==> config.mk <==
export PLATFORM = sky130hd
export DESIGN_NAME = alu_exec
export DESIGN_NICKNAME = d
export VERILOG_FILES = /design/src/rtl/alu_exec.sv
export SDC_FILE = /design/constraint.sdc
export NUM_CORES = 1
export LEC_CHECK = 0
export CAP_MARGIN = 10
export CORE_ASPECT_RATIO = 2
export CORE_UTILIZATION = 57
export DETAILED_ROUTE_END_ITERATION = 8
export PLACE_DENSITY = 0.89
export SETUP_SLACK_MARGIN = 0.15
export SYNTH_ARGS = -nofsm -noshare
export SYNTH_HDL_FRONTEND = slang
export SYNTH_SLANG_ARGS = --single-unit
==> constraint.sdc <==
create_clock -name iClk -period 1.1 [get_ports iClk]
set_clock_uncertainty 0.1 [all_clocks]
set_input_delay 0.165 -clock iClk [delete_from_list [all_inputs] [get_ports iClk]]
set_output_delay 0.165 -clock iClk [all_outputs]
set_load 0.01 [all_outputs]
==> src/rtl/alu_exec.sv <==
// alu_exec: MIPS execute-stage ALU with a valid-qualified, one-cycle output register.
`timescale 1ns/1ps

module alu_exec #(
  parameter int unsigned WIDTH = 32
) (
  input  logic             iClk,
  input  logic             iRst_n,
  input  logic             iValid,
  input  logic [WIDTH-1:0] iA,
  input  logic [WIDTH-1:0] iB,
  input  logic [2:0]       iALUctrl,
  output logic [WIDTH-1:0] res,
  output logic             zero,
  output logic             oOverflow,
  output logic             oValid
);

  localparam int unsigned MSB = WIDTH - 1;

  localparam logic [2:0] OP_AND  = 3'b000;
  localparam logic [2:0] OP_OR   = 3'b001;
  localparam logic [2:0] OP_ADD  = 3'b010;
  localparam logic [2:0] OP_XOR  = 3'b011;
  localparam logic [2:0] OP_NOR  = 3'b100;
  localparam logic [2:0] OP_SLTU = 3'b101;
  localparam logic [2:0] OP_SUB  = 3'b110;
  localparam logic [2:0] OP_SLT  = 3'b111;

  logic [WIDTH-1:0] sum;
  logic [WIDTH-1:0] diff;
  logic             lt_signed;
  logic             lt_unsigned;
  logic [WIDTH-1:0] alu_res;
  logic             alu_ovf;

  assign sum         = iA + iB;
  assign diff        = iA - iB;
  // Sign of the true difference, so SLT stays correct when the subtraction overflows.
  assign lt_signed   = (iA[MSB] != iB[MSB]) ? iA[MSB] : diff[MSB];
  assign lt_unsigned = (iA < iB);

  // Operation select and signed-overflow detection for ADD/SUB.
  always_comb begin
    alu_res = '0;
    alu_ovf = 1'b0;
    case (iALUctrl)
      OP_AND:  alu_res = iA & iB;
      OP_OR:   alu_res = iA | iB;
      OP_ADD: begin
        alu_res = sum;
        alu_ovf = (iA[MSB] == iB[MSB]) && (sum[MSB] != iA[MSB]);
      end
      OP_XOR:  alu_res = iA ^ iB;
      OP_NOR:  alu_res = ~(iA | iB);
      OP_SLTU: alu_res = WIDTH'(lt_unsigned);
      OP_SUB: begin
        alu_res = diff;
        alu_ovf = (iA[MSB] != iB[MSB]) && (diff[MSB] != iA[MSB]);
      end
      OP_SLT:  alu_res = WIDTH'(lt_signed);
      default: begin
        alu_res = '0;
        alu_ovf = 1'b0;
      end
    endcase
  end

  // Output pipeline register: captures on valid, holds data otherwise; reset forces res=0/zero=1.
  always_ff @(posedge iClk or negedge iRst_n) begin
    if (!iRst_n) begin
      res       <= '0;
      zero      <= 1'b1;
      oOverflow <= 1'b0;
      oValid    <= 1'b0;
    end else begin
      oValid <= iValid;
      if (iValid) begin
        res       <= alu_res;
        zero      <= (alu_res == '0);
        oOverflow <= alu_ovf;
      end
    end
  end

endmodule

==> qor.csv, run 1 <==
metric;value;unit
placed cell areas;11000;um2
chip width;80.9;um
CTS max path bufs;2;
Die Ht;160;um
htree depth;2;
port buffer count;104;
row count;57;
cts hold-fix bufs;0;
Seq cells post-synth;35;
register area share after synthesis;12.4;%
Async SR Flop Fraction;100;%
setup bufs post-CTS;83;
Synth top area share;17.5;%
PostCTS Resize Cnt;557;
Final GP Congestion;1.09;
Mapped Cells;996;
mean post-synth cell area;7.12;um2
IO Pins;105;
post-synthesis net count;1168;
Synth Warn #;0;
tool error;[ERROR DPL-0038] Utilization greater than 100%, impossible to legalize;
EDFF count, synth;0;
status;did not finish;
last flow stage reached;4_1_cts;
Post-synth top flop;dfrtp_1;
hpwl dp;31.0;mm
dominant cell type by area after synthesis;ha_1;
Starting Density;58.5;%
CTS root buffer;clkbuf_16;
Placed Instances;1544;
synth top area cells;ha_1 17%, dfrtp_1 12%, a21oi_1 6.5%;
Post-Syn Area;7090;um2
clk sinks;35;
count of cell types in the netlist;79;
Inserted Clock Buffers;5;
==> per-stage QoR <==
step / worst slack (ps) / utilization (%) / TNS [ps] / hold slack (ps)
after floorplan: -3680 / - / -46850 / -231
after detailed placement: -5080 / 91.1 / -94700 / 398
after global placement: -4500 / 91.1 / -86370 / 388
==> cell usage after synthesis, types with 4 or more instances <==
| cell | count |
|---|---|
| a2111oi_0 | 4 |
| a211o_1 | 6 |
| a211oi_1 | 21 |
| a21o_1 | 5 |
| a21oi_1 | 92 |
| a221oi_1 | 8 |
| a22oi_1 | 7 |
| a2bb2oi_1 | 4 |
| a31oi_1 | 21 |
| and2_1 | 5 |
| and3_1 | 5 |
| buf_1 | 7 |
| buf_2 | 6 |
| clkbuf_1 | 42 |
| dfrtp_1 | 34 |
| ha_1 | 99 |
| inv_1 | 107 |
| mux2_2 | 17 |
| mux2i_1 | 14 |
| nand2_1 | 70 |
| nand2b_1 | 6 |
| nand3_1 | 15 |
| nand4_1 | 16 |
| nor2_1 | 110 |
| nor2b_1 | 9 |
| nor3_1 | 21 |
| nor4_1 | 13 |
| o2111ai_1 | 6 |
| o211ai_1 | 20 |
| o21a_1 | 4 |
| o21ai_0 | 60 |
| o21bai_1 | 11 |
| o221ai_1 | 7 |
| o22ai_1 | 8 |
| o31ai_1 | 17 |
| or2_2 | 8 |
| xnor2_1 | 17 |
==> cell families after synthesis <==
kind of cell / count (synthesis) / share of synthesized area, %
muxes: 31 / 4.68
DFF: 35 / 12.4
adders and majority gates: 102 / 18.3
AOI/OAI and AO/OA: 355 / 34.4
and+or+nand+nor: 294 / 19.4
xor gates and xnor gates: 17 / 2.10
buffers and inverters: 162 / 8.68
==> run 2: changes to the inputs <==
==> config.mk (replaced) <==
export PLATFORM = sky130hd
export DESIGN_NAME = alu_exec
export DESIGN_NICKNAME = d
export VERILOG_FILES = /design/src/rtl/alu_exec.sv
export SDC_FILE = /design/constraint.sdc
export NUM_CORES = 1
export LEC_CHECK = 0
export CAP_MARGIN = 10
export CORE_UTILIZATION = 40
export DETAILED_ROUTE_END_ITERATION = 8
export PLACE_DENSITY_LB_ADDON = 0.15
export SYNTH_ARGS = -nofsm -noshare
export SYNTH_HDL_FRONTEND = slang
export SYNTH_SLANG_ARGS = --single-unit
==> run 2 against run 1 <==
Effect of this change:
- the flow now finishes, with violations (negative setup slack)
- synthesized area unchanged
- synthesized cell count unchanged
==> qor.csv, run 2 <==
metric;value;unit
status;complete, but fails checks;
failing checks;negative setup slack;
first-pass GRT wire length;51.0;mm
antenna viol nets, final;0;
startpoint types;input port;
Mapped Cells;996;
post-synthesis net count;1168;
mean post-synth cell area;7.12;um2
Die Ht;135;um
Reg2Reg Setup Slack;140;ps
htree depth;2;
P per Cell Area;783;nW/um2
dpl ws;-4730;ps
largest register by flop count;res;
WS Path Type;input port to flop;
port buffer count;104;
Reg2Reg Depth;3;
final period utilization;439;%
register area share after synthesis;12.4;%
worst hold slack;7.95;ps
Starting Density;41.0;%
setup ws final;-3730;ps
Max Freq;207;MHz
Critical Path Max Stage Delay;590;ps
synth top area cells;ha_1 17%, dfrtp_1 12%, a21oi_1 6.5%;
Final GP Congestion;1.01;
Worst Hold Class;input port to asynchronous set/reset pin;
CP required;1190;ps
Layout Nets;1656;
CTS tree;yes;
setup violators final;35;
dominant cell type by area after synthesis;ha_1;
Clk Latency, worst-skew pair;280;ps
Leakage;6.03;nW
Total Power;10.3;mW
Tightest Pin Transition;765;ps
area grow syn2layout;85.7;%
Fin. Hold Viols;0;
Seq cells post-synth;35;
Max-Cap Viols;0;
Post-synth top flop;dfrtp_1;
n_diodes;0;
RSZ-0062 raised after global routing;true;
peak supply drop;0.00105;V
CP Capture Type;flop;
GRT Residual Overflow;0;
CP max stage cell;fa_2;
routed vias;9959;
worst-path maximum fanout;3;
Worst R2R Start;zero$_DFFE_PN1P_;
vias in the first global route;9921;
drt pass-1 iters;5;
commonest cells after routing, fill and taps aside;372 x buf_4, 100 x nor2_1, 68 x nand2_1;
Synth top area share;17.5;%
Async SR Flop Fraction;100;%
Inserted Clock Buffers;5;
Setup TNS;-61150;ps
initial antenna violation count;0;
Min Clock Period, post-route;4830;ps
count of cell types in the netlist;79;
most common cell in the netlist;nor2_1;
hpwl dp;24.9;mm
Reg clk slew, reported paths;60;ps
clk sinks;35;
EDFF count, synth;0;
Avg Vias per Cell;5.82;
CTS max path bufs;2;
crit path DAT;4920;ps
cts hold-fix bufs;0;
share of cells above drive strength 1;52.6;%
Synth Warn #;0;
Largest register FFs;32;
Post-Syn Area;7090;um2
Core ar.;17300;um2
CP Cell Sequence;buf_8 -> clkinvlp_4 -> ha_4 -> o21bai_4 -> o2111ai_4 -> a32oi_4 -> a31oi_4 -> o21ai_2 -> a31oi_1 -> o21bai_1 -> a21oi_2 -> o21bai_1 -> a21oi_2 -> fa_2 -> a2bb2oi_2 -> o22ai_2 -> nor2b_1 -> o2111ai_1 -> or4_1 -> a2111oi_2 -> o2111ai_1 -> nor4b_2 -> nand4b_1 -> o41ai_2;
final WL;33.5;mm
largest net degree at the start of global routing;41;
Residual DRC;0;
average wire per standard cell;19.6;um
row count;48;
area of the die;18300;um2
slew margin rel.;47.7;%
IO Pins;105;
chip width;135;um
CTS root buffer;clkbuf_16;
gr usage total;35.8;%
most common cell after layout, fill and taps aside;buf_4;
fin. max-slew vios;0;
1st-iter DRT viols;786;
commonest cells in the synthesized netlist;110 x nor2_1, 107 x inv_1, 99 x ha_1;
worst reg2reg path endpoint;zero$_DFFE_PN1P_;
[run 2: cell type report]
cell class / instances / area (um2)
fill: 1303 / 4130
tap: 225 / 282
clock buffer: 6 / 129
multi-input combinational: 799 / 7080
inverter: 107 / 434
sequential: 35 / 877
clock inverter: 2 / 12.5
timing repair buffer: 536 / 4350
[run 2: kinds of logic after synthesis]
family | synth area share (%)
AND/OR/NAND/NOR | 19.4
buffers and inverters | 8.68
AO/OA/AOI/OAI | 34.4
XOR/XNOR | 2.10
flip-flops | 12.4
adder cells (fa/ha/maj) | 18.3
multiplexers | 4.68
[run 2: what timing repair did]
item | in CTS | in global routing
hold endpoints to repair | 0 | 0
gates resized for setup | 509 | 96
pin swaps | 101 | 53
setup buffers | 53 | 25
endpoints found under the setup margin | 69 | 44
cloned | 0 | 0
[run 2: power by group]
group          internal [mW]  switching, mW  total [mW]  leakage, nW
Sequential              1.49          0.102        1.59        0.429
Combinational           3.69           3.65        7.34         5.54
Clock                  0.835          0.548        1.38       0.0669
[run 2: worst max-delay path, delay by kind of cell]
family / cells / cell delay [ps]
AO/OA/AOI/OAI: 16 / 2730
adder cells (fa/ha/maj): 2 / 830
buffers and inverters: 2 / 190
AND/OR/NAND/NOR: 4 / 1010
[run 2: how the worst max path moves through the flow]
stage,start,end,slack (ps)
after floorplan,iA[1],zero$_DFFE_PN1P_,-3680
after global placement,iB[1],zero$_DFFE_PN1P_,-4540
after detailed placement,iB[1],zero$_DFFE_PN1P_,-4730
after CTS,iA[1],zero$_DFFE_PN1P_,-3580
after global routing,iB[1],zero$_DFFE_PN1P_,-4000
final,iB[1],zero$_DFFE_PN1P_,-3730
[run 2: per-stage QoR]
step	instances	cell area, um2	util (%)
4_1_cts	1692	12700	73.2
2_1_floorplan	996	7420	-
3_3_place_gp	1633	11200	65.0
3_5_place_dp	1633	11200	65.0
6_report	1710	13200	76.1
5_1_grt	1710	13200	76.1
[run 2: metal layers]
| metal | routed length, um | up-vias | share of wire (%) | global-route usage, % |
|---|---|---|---|---|
| met5 | 0 | - | 0 | 0 |
| met4 | 2300 | 0 | 6.9 | 21.5 |
| met3 | 2220 | 155 | 6.6 | 5.91 |
| met2 | 16300 | 468 | 49 | 62.5 |
| met1 | 12700 | 4708 | 38 | 40.8 |
| li1 | - | 4628 | - | - |
No activity file was read; power rests on OpenSTA's default activity.
==> run 3: changes to the inputs <==
--- a/config.mk
+++ b/config.mk
@@ -9,6 +9,7 @@
 export CORE_UTILIZATION = 40
 export DETAILED_ROUTE_END_ITERATION = 8
 export PLACE_DENSITY_LB_ADDON = 0.15
+export SETUP_SLACK_MARGIN = 0.15
 export SYNTH_ARGS = -nofsm -noshare
 export SYNTH_HDL_FRONTEND = slang
 export SYNTH_SLANG_ARGS = --single-unit
==> run 3 against run 2 <==
Effect of this change:
- the run still ends with negative setup slack left
- wire length about the same
- first-iteration DRC count is 14% lower
- sequential share of layout area hardly changed
- non-clock buffer count increased by 5
- clock power about the same
- critical endpoint unchanged
- highest routed layer unchanged
==> qor.csv, run 3 (synthesized netlist as in run 2, its figures left out) <==
metric;value;unit
commonest cells after routing, fill and taps aside;377 x buf_4, 103 x nor2_1, 68 x nand2_1;
Die Ht;135;um
Max Freq;209;MHz
worst reg2reg path endpoint;res[25]$_DFFE_PN0P_;
setup ws final;-3690;ps
largest register by flop count;res;
area grow syn2layout;85.4;%
WS Path Type;input port to flop;
CP required;1190;ps
initial antenna violation count;0;
CP top delay family;compound AO/OA/AOI/OAI gates;
1st-iter DRT viols;673;
fin. max-slew vios;0;
Largest register FFs;32;
drt pass-1 iters;8;
chip width;135;um
vias in the first global route;9953;
average wire per standard cell;19.6;um
Avg Vias per Cell;5.85;
IO Pins;105;
CP Capture Type;flop;
final core occ;76.0;%
htree depth;2;
CTS tree;yes;
setup violators final;35;
gr usage total;36.2;%
status;complete, but fails checks;
Layout Cells excl Fill;1715;
Tightest Pin Transition;567;ps
CP max stage cell;fa_2;
failing checks;negative setup slack;
CP Cell Sequence;buf_8 -> clkinvlp_4 -> ha_4 -> o21bai_4 -> o2111ai_4 -> a32oi_4 -> a31oi_4 -> o21ai_2 -> a31oi_1 -> o21bai_1 -> a21oi_2 -> o21bai_1 -> a21oi_2 -> fa_2 -> a2bb2oi_2 -> o22ai_2 -> nor2b_1 -> o2111ai_1 -> or4_1 -> a2111oi_2 -> o2111ai_1 -> nor4b_2 -> nand4b_1 -> o41ai_2;
Worst R2R Start;res[25]$_DFFE_PN0P_;
CP Launch Point;iB[1];
largest net degree at the start of global routing;41;
Leakage;6.05;nW
Critical Path Max Stage Delay;590;ps
peak supply drop;0.00108;V
Core ar.;17300;um2
routed vias;10000;
Placed Instances;1633;
Residual DRC;0;
hpwl dp;24.9;mm
share of cells above drive strength 1;52.1;%
Reg2Reg Setup Slack;120;ps
most common cell after layout, fill and taps aside;buf_4;
CP Depth;24;
startpoint types;input port;
Worst Hold Class;input port to asynchronous set/reset pin;
Min Clock Period, post-route;4790;ps
GRT Residual Overflow;0;
first-pass GRT wire length;51.5;mm
clk sinks;35;
CTS max path bufs;2;
Reg clk slew, reported paths;60;ps
RSZ-0062 raised after global routing;true;
Reg2Reg Depth;2;
crit path DAT;4880;ps
Layout Nets;1661;
slew margin rel.;61.2;%
Fin. Hold Viols;0;
worst-path maximum fanout;3;
Clk Latency, worst-skew pair;290;ps
CTS root buffer;clkbuf_16;
row count;48;
P per Cell Area;787;nW/um2
n_diodes;0;
Inserted Clock Buffers;5;
port buffer count;104;
antenna viol nets, final;0;
area of the die;18300;um2
fillers;1292;
final WL;33.6;mm
Max-Cap Viols;0;
worst setup path end;zero$_DFFE_PN1P_;
final period utilization;435;%
buffer and inverter count on the worst path;2;
Final GP Congestion;1.01;
Starting Density;41.0;%
run 3: changes by cell type in the layout (fill, tap and decap cells not counted), sizes merged:
| cell | previous run | this run |
|---|---|---|
| buf | 485 | 487 |
| clkbuf | 9 | 11 |
| dlygate4sd2 | 19 | 20 |
run 3: power breakdown:
group / internal (mW) / switching (mW) / total (mW)
Combinational: 3.72 / 3.63 / 7.35
Sequential: 1.49 / 0.105 / 1.60
Clock: 0.836 / 0.564 / 1.40
Total: 6.04 / 4.30 / 10.3
run 3: what timing repair did:
action                                  in CTS  in global routing
buffers inserted                            52                 22
pin swaps                                  100                 35
endpoints found under the setup margin      70                 70
gates resized for setup                    468                105
hold buffers                                 0                  0
run 3: area by class of cell:
class	count	area, um2	area share (%)
Multi-Input combinational cell	799	7000	53.2
Timing Repair Buffer	541	4420	33.6
Clock buffer	6	129	0.980
Clock inverter	2	12.5	0.0952
Tap cell	225	282	2.14
Inverter	107	429	3.26
Sequential cell	35	877	6.67
run 3: worst min path at each step:
stage / from / endpoint
floorplan: iRst_n / oOverflow$_DFFE_PN0P_
global placement: iRst_n / res[30]$_DFFE_PN0P_
detailed placement: iRst_n / res[30]$_DFFE_PN0P_
CTS: iRst_n / res[30]$_DFFE_PN0P_
global route: iRst_n / res[30]$_DFFE_PN0P_
finish: iRst_n / res[30]$_DFFE_PN0P_
run 3: routing by layer:
metal	track usage, %	vias to the layer above	wire (um)
met4	21.0	0	2420
li1	-	4644	-
met3	5.09	163	2370
met1	41.7	4748	12500
met5	0	-	0
met2	63.6	486	16200
run 3: through the flow:
stage	power (mW)	setup TNS [ps]	cell area, um2	setup WS, ps	hold slack [ps]
after floorplan	4.40	-46850	7420	-3680	-231
after global placement	7.51	-87400	11200	-4540	312
after detailed placement	7.55	-88330	11200	-4730	308
after CTS	9.86	-61060	12700	-3580	10.2
after global routing	10.9	-65050	13100	-3950	20.3
final	10.3	-61730	13100	-3690	16.8
==> run 4: changes to the inputs <==
--- a/config.mk
+++ b/config.mk
@@ -5,7 +5,7 @@
 export SDC_FILE = /design/constraint.sdc
 export NUM_CORES = 1
 export LEC_CHECK = 0
-export CAP_MARGIN = 10
+export CAP_MARGIN = 20
 export CORE_UTILIZATION = 40
 export DETAILED_ROUTE_END_ITERATION = 8
 export PLACE_DENSITY_LB_ADDON = 0.15
==> results of run 4 <==
Same layout as run 3: the final DEF is identical, and so are final timing and power.
